$ cat src/rtl/otter_iobus_timer.sv
// rtl/otter_iobus_timer.sv - IOBUS timer/compare peripheral for the OTTER CPU
// Prescaled 32-bit up-counter with a sticky compare match and a level interrupt.
module otter_iobus_timer #(
  parameter logic [31:0] BASE_ADDR = 32'h1100_0100,
  parameter int          PRE_W     = 16
) (
  input  logic        CLK,
  input  logic        RESET,
  input  logic [31:0] IOBUS_ADDR,
  input  logic [31:0] IOBUS_OUT,
  input  logic        IOBUS_WR,
  output logic [31:0] IOBUS_IN,
  output logic        SEL,
  output logic        INTR
);

  localparam logic [2:0] OFF_CTRL     = 3'd0;
  localparam logic [2:0] OFF_PRESCALE = 3'd1;
  localparam logic [2:0] OFF_COMPARE  = 3'd2;
  localparam logic [2:0] OFF_COUNT    = 3'd3;
  localparam logic [2:0] OFF_STATUS   = 3'd4;

  logic             en;
  logic             auto_rl;
  logic             ie;
  logic [PRE_W-1:0] prescale;
  logic [PRE_W-1:0] pcnt;
  logic [31:0]      compare;
  logic [31:0]      count;
  logic             match;

  logic       hit;
  logic [2:0] off;
  logic       wr_hit;
  logic       wr_ctrl;
  logic       wr_prescale;
  logic       wr_compare;
  logic       wr_count;
  logic       wr_status;
  logic       tick;
  logic       cnt_eq;
  logic       unused_bits;

  assign hit         = (IOBUS_ADDR[31:5] == BASE_ADDR[31:5]);
  assign SEL         = hit;
  assign off         = IOBUS_ADDR[4:2];
  assign wr_hit      = IOBUS_WR & hit;
  assign wr_ctrl     = wr_hit & (off == OFF_CTRL);
  assign wr_prescale = wr_hit & (off == OFF_PRESCALE);
  assign wr_compare  = wr_hit & (off == OFF_COMPARE);
  assign wr_count    = wr_hit & (off == OFF_COUNT);
  assign wr_status   = wr_hit & (off == OFF_STATUS);
  assign unused_bits = ^IOBUS_ADDR[1:0];

  assign tick   = en & (pcnt == prescale);
  assign cnt_eq = (count == compare);

  // Interrupt is purely a function of state, so it clears with the async reset.
  assign INTR = match & ie;

  always_comb begin
    IOBUS_IN = 32'd0;
    if (hit) begin
      case (off)
        OFF_CTRL:     IOBUS_IN = {29'd0, ie, auto_rl, en};
        OFF_PRESCALE: IOBUS_IN = {{(32-PRE_W){1'b0}}, prescale};
        OFF_COMPARE:  IOBUS_IN = compare;
        OFF_COUNT:    IOBUS_IN = count;
        OFF_STATUS:   IOBUS_IN = {31'd0, match};
        default:      IOBUS_IN = 32'd0;
      endcase
    end
  end

  always_ff @(posedge CLK or posedge RESET) begin
    if (RESET) begin
      en       <= 1'b0;
      auto_rl  <= 1'b0;
      ie       <= 1'b0;
      prescale <= '0;
      pcnt     <= '0;
      compare  <= 32'd0;
      count    <= 32'd0;
      match    <= 1'b0;
    end else begin
      if (wr_ctrl || wr_prescale || !en || tick)
        pcnt <= '0;
      else
        pcnt <= pcnt + 1'b1;

      // A CPU write to CTRL overrides the one-shot auto-disable.
      if (wr_ctrl) begin
        en      <= IOBUS_OUT[0];
        auto_rl <= IOBUS_OUT[1];
        ie      <= IOBUS_OUT[2];
      end else if (tick && cnt_eq && !auto_rl && !wr_count) begin
        en <= 1'b0;
      end

      if (wr_prescale)
        prescale <= IOBUS_OUT[PRE_W-1:0];

      if (wr_compare)
        compare <= IOBUS_OUT;

      // A COUNT write discards whatever the coincident tick would have done.
      if (wr_count) begin
        count <= IOBUS_OUT;
      end else if (tick) begin
        if (cnt_eq) begin
          if (auto_rl)
            count <= 32'd0;
        end else begin
          count <= count + 32'd1;
        end
      end

      if (tick && cnt_eq && !wr_count)
        match <= 1'b1;
      else if (wr_status && IOBUS_OUT[0])
        match <= 1'b0;
    end
  end

endmodule

$ cat config.mk
export PLATFORM = sky130hd
export DESIGN_NAME = otter_iobus_timer
export DESIGN_NICKNAME = d
export VERILOG_FILES = /design/src/rtl/otter_iobus_timer.sv
export SDC_FILE = /design/constraint.sdc
export NUM_CORES = 1
export LEC_CHECK = 0
export CELL_PAD_IN_SITES_DETAIL_PLACEMENT = 0
export CELL_PAD_IN_SITES_GLOBAL_PLACEMENT = 2
export CORE_MARGIN = 2
export CORE_UTILIZATION = 34
export CTS_CLUSTER_DIAMETER = 30
export DETAILED_ROUTE_END_ITERATION = 10
export GPL_ROUTABILITY_DRIVEN = 0
export PLACE_DENSITY_LB_ADDON = 0.1
export SYNTH_ARGS = -nofsm -noshare
export SYNTH_HDL_FRONTEND = slang
export SYNTH_SLANG_ARGS = --single-unit
$ cat constraint.sdc
create_clock -name CLK -period 4.5 [get_ports CLK]
set_clock_uncertainty 0.1 [all_clocks]
set_input_delay 0.675 -clock CLK [delete_from_list [all_inputs] [get_ports CLK]]
set_output_delay 0.675 -clock CLK [all_outputs]
set_load 0.03 [all_outputs]
Yosys cells after proc, flatten, opt, wreduce, memory -nomap -nowiden
Index checks and enable logic that the tools add are counted.
- bits of input ports: 67
- register bits after elaboration: 100
- output and inout bits: 34
- word-level logic and storage cells: 53
- bitwise gates (word level): 8
- equality and inequality tests: 8
- multiplexer cells: 11
- $add $sub $neg: 2
- reduce and logical (&&, ||, !) cells: 16
- operators by type and width (kind ; number):
    $mux W32 ; 5
    $pmux W32 S5 ; 1
    $add A32 B1 Y32 const B ; 1
    $eq A32 B32 Y1 ; 1
    $eq A27 B24 Y1 const B ; 1
    $add A16 B1 Y16 const B ; 1
    $eq A16 B16 Y1 ; 1
    $mux W16 ; 1
    $and A1 B1 Y1 ; 8
    $eq A3 B2 Y1 const B ; 2
    $reduce_bool A2 Y1 ; 3
    $logic_and A1 B1 Y1 ; 5
    $mux W1 ; 4
    $eq A3 B1 Y1 const B ; 1
    $eq A3 B3 Y1 const B ; 1
    $logic_not A1 Y1 ; 3
    $logic_not A3 Y1 ; 1
    $logic_or A1 B1 Y1 ; 3
    $ne A3 B3 Y1 const B ; 1
    $reduce_and A2 Y1 ; 1

Depth between registers and ports, before layout
- word-level depth: 7
- mapped depth: 10
- depth with buffers taken out: 7

Worst setup path before layout
No wires, ideal clock.
- path type: input to output
- from: input port IOBUS_ADDR[10]
- to: output port IOBUS_IN[21]
- stages: 6
- path slack: 1357 ps
- data required time: 3725 ps
- data arrival time: 2368 ps
- buffers on the path: 1
- path through: nor4_1 -> nand3_1 -> nor2_4 -> o21ai_1 -> clkbuf_1 -> nor2_1
- cells in the longest elaborated chain, start to end: 2
- ends and longest elaborated chain (element ; RTL line ; text):
    start: declaration ; 9 ; input logic [31:0] IOBUS_ADDR,
    $eq A27 B24 Y1 ; 44 ; assign hit = (IOBUS_ADDR[31:5] == BASE_ADDR[31:5]);
    via SEL ; 13 ; output logic SEL,
    $mux W32 ; 63 ; if (hit) begin
    end: declaration ; 12 ; output logic [31:0] IOBUS_IN,
The timed path passes the listed nets, and every way through them passes these cells.

Final worst setup path
- from: input port IOBUS_ADDR[18]
- to: output port IOBUS_IN[8]
- cells in the longest elaborated chain, start to end: 2
- ends and longest elaborated chain (element ; RTL line):
    $eq A27 B24 Y1 ; 44
    $mux W32 ; 63
Every way passes these cells.

==> flow_summary.toml <==
[run_status]
outcome = "completed"

[min_path]
hp-start = "pcnt[0]$_DFF_PP0_"
min_to = "pcnt[0]$_DFF_PP0_"
hold_depth = 1
hold_path_class = "register to register"

[flow_run]
max-cap-violations = 0

[yosys]
synthesis.nets = 746
netlist.area_leader.share = 0.385
synth.area.top_cells = "dfrtp_1 39%, mux2_2 9.0%, xnor2_1 6.3%"
ys_warn_count = 0
synth-edff-count = 0
netlist_instances = 677
synth_seq_cells = 100
synth_area_sq_mm = 0.00649
synth-async-reset-ratio = 1.00
synth_ff_type = "dfrtp_1"
ys_types = 60
yosysTopAreaCell = "dfrtp_1"
ys_seq_area_frac = 0.385
syn_avg_cell_area_sq_um = 9.59

[floorplan]
fp.dieH_microns = 142
num_rows = 50
dieWidth_microns = 142
start_util = 0.347
ioPinCount = 101
core_area_sq_mm = 0.0187
dieArea_sq_mm = 0.0202

[global_route]
track_usage = 0.219
antenna_found_initial = 0
grt-ovfl-total = 0
grt_pass1_wl_mm = 33.8
grt_max_degree = 53
grt_pass1_vias = 5755

[clock_network]
cts_tree = "built"
htreeDepth = 3
post_cts_buffers = 0
cts_resized = 0
clock-sinks = 100
clock_path_buffers = 2
clk_latency_ns = 0.36
cts_buffers = 9
holdBufCountCts = 0
clk_pin_slew_ns = 0.08
root_buffer = "clkbuf_16"

[detailed_routing]
routedWlPerCell_microns = 22.0
drtIter0Drc = 453
first_pass_iters = 5
antenna_left = 0
via_per_inst = 5.83
post-route-drc-count = 0
drt_wl_total_mm = 21.9
vias = 5791

[critical_path]
reg2reg_to = "count[1]$_DFFE_PP0P_"
worstPathRequired_ns = 3.72
crit_fanout = 13
r2r_slack_ns = 1.34
crit_arrival_ns = 3.29
startpoint_type = "primary input"
end_kind = "primary output"
r2r_start = "pcnt[2]$_DFF_PP0_"
path_class = "primary input to primary output"
r2r_cells = 6

[finish]
final_cells = 994
fin_area_sq_mm = 0.00799
antenna_cells = 0
syn_to_final_growth_pct = 23.0
nNetsFinal = 824
post-route-util = 0.427
nFillCells = 1860
drive_gt1_frac = 0.171

[pwr]
ir_drop_mv = 0.160
power.density_mw_per_mm2 = 223
power.leakage_nw = 3.22

[sta]
rsz0062_at_grt = "no"
max_slew_margin = 0.355
fin_crit_sh = 0.904
finalHoldViolCount = 0
drv_slew = 0
clock.fmax_mhz = 246
worst_pin_slew_ns = 0.968
post-route-min-period_ns = 4.07
finalSetupViolCount = 0
finalSetupTns_ns = 0

[placement]
dp_cells = 978
portBuffers = 98
placedInstanceArea_sq_mm = 0.00772
hpwl_mm = 15.6
-- synth_stat cells, types with 3 or more instances --
cell type	count
clkbuf_1	28
nor2_1	65
dfrtp_1	100
and3_1	6
nor4_2	5
nand4_1	26
a211oi_1	24
and2_1	5
o2bb2ai_1	4
o31ai_1	4
buf_1	3
mux2_4	10
o21ai_0	3
xor2_1	15
inv_1	32
buf_2	15
nor3_1	19
nand4_2	3
nand3_1	18
o22ai_1	23
o311ai_0	5
a32oi_1	8
mux2_1	4
xnor2_1	47
nand2_1	35
a22oi_1	47
or2_2	8
a21oi_1	3
nor4_1	12
mux2_2	52
or3_1	6
nor4b_2	3
nor3b_1	4
-- cell usage in the layout, fill, tap and decap left out, drive strengths merged, types with 4 or more instances in the layout --
cell type and count:
o22ai 23, dfrtp 100, o2bb2ai 4, or3 6
nor2 66, nor3b 4, xnor2 47, a211oi 24
nand2 37, o311ai 6, mux2 66, a32oi 8
inv 32, a22oi 47, clkbuf 10, buf 22
nand3 18, nand4 29, o31ai 4, and3 6
or2 8, clkdlybuf4s50 93, and2 7, o21ai 4
xor2 15, nor4 17, nor3 19
-- cell families after synthesis --
group | after synthesis | synth area share
flops | 100 | 0.385
compound gates | 134 | 0.156
buf+inv | 80 | 0.0505
mux | 69 | 0.129
simple gates | 230 | 0.192
xor+xnor | 62 | 0.0836
fa+ha+maj | 2 | 0.00385
-- worst max-delay path, cell delays in order --
cell and delay, ns:
clkdlybuf4s50_1 0.41, nor4b_2 0.32, nand4_2 0.27, nor2_4 0.28, nand2_1 0.37, nor2_1 0.25, clkdlybuf4s50_1 0.70
-- worst max path at each step --
stage / from / end / slack [ns] / cells after the start
2_1_floorplan: RESET / auto_rl$_DFFE_PP0P_ / 1.11 / 1
3_3_place_gp: IOBUS_ADDR[6] / IOBUS_IN[12] / 0.49 / 7
3_5_place_dp: IOBUS_ADDR[18] / IOBUS_IN[8] / 0.40 / 7
4_1_cts: IOBUS_ADDR[18] / IOBUS_IN[8] / 0.37 / 7
5_1_grt: IOBUS_ADDR[18] / IOBUS_IN[8] / 0.25 / 7
6_report: IOBUS_ADDR[18] / IOBUS_IN[8] / 0.43 / 7
-- registers in the layout (all words and copies together) (netlist names) --
signal and flops:
compare 32, count 32, pcnt 16, prescale 16, auto_rl 1, en 1
ie 1, match 1
-- per-layer routing --
metal / GRT usage / vias up / wire length [microns]
met1: 0.315 / 2849 / 10400
met5: 0 / - / 0
met3: 0.0306 / 38 / 1350
met4: 0.0847 / 0 / 606
met2: 0.332 / 239 / 9570
li1: - / 2665 / -
-- cell type report --
cell class | instances | area, sq um | area share
inverter | 32 | 123 | 0.0153
sequential | 100 | 2500 | 0.313
timing repair buffer | 115 | 1110 | 0.139
multi-input combinational | 497 | 3690 | 0.462
tap | 234 | 293 | 0.0366
clock inverter | 6 | 41.3 | 0.00517
clock buffer | 10 | 229 | 0.0287
-- per-stage QoR --
| stage | power, mW | setup WS [ns] | hold WS [ns] |
|---|---|---|---|
| after floorplan | 0.961 | 1.11 | 0.366 |
| after global placement | 1.05 | 0.494 | 0.395 |
| after detailed placement | 1.05 | 0.402 | 0.408 |
| after CTS | 1.80 | 0.369 | 0.418 |
| after global routing | 1.85 | 0.254 | 0.443 |
| final | 1.78 | 0.431 | 0.410 |
-- power breakdown --
group | switching (mW) | internal, mW | total [mW]
clock | 0.374 | 0.375 | 0.749
sequential | 0.0000000470 | 0.898 | 0.898
combinational | 0.0662 | 0.0699 | 0.136
No activity file was read; power rests on OpenSTA's default activity.
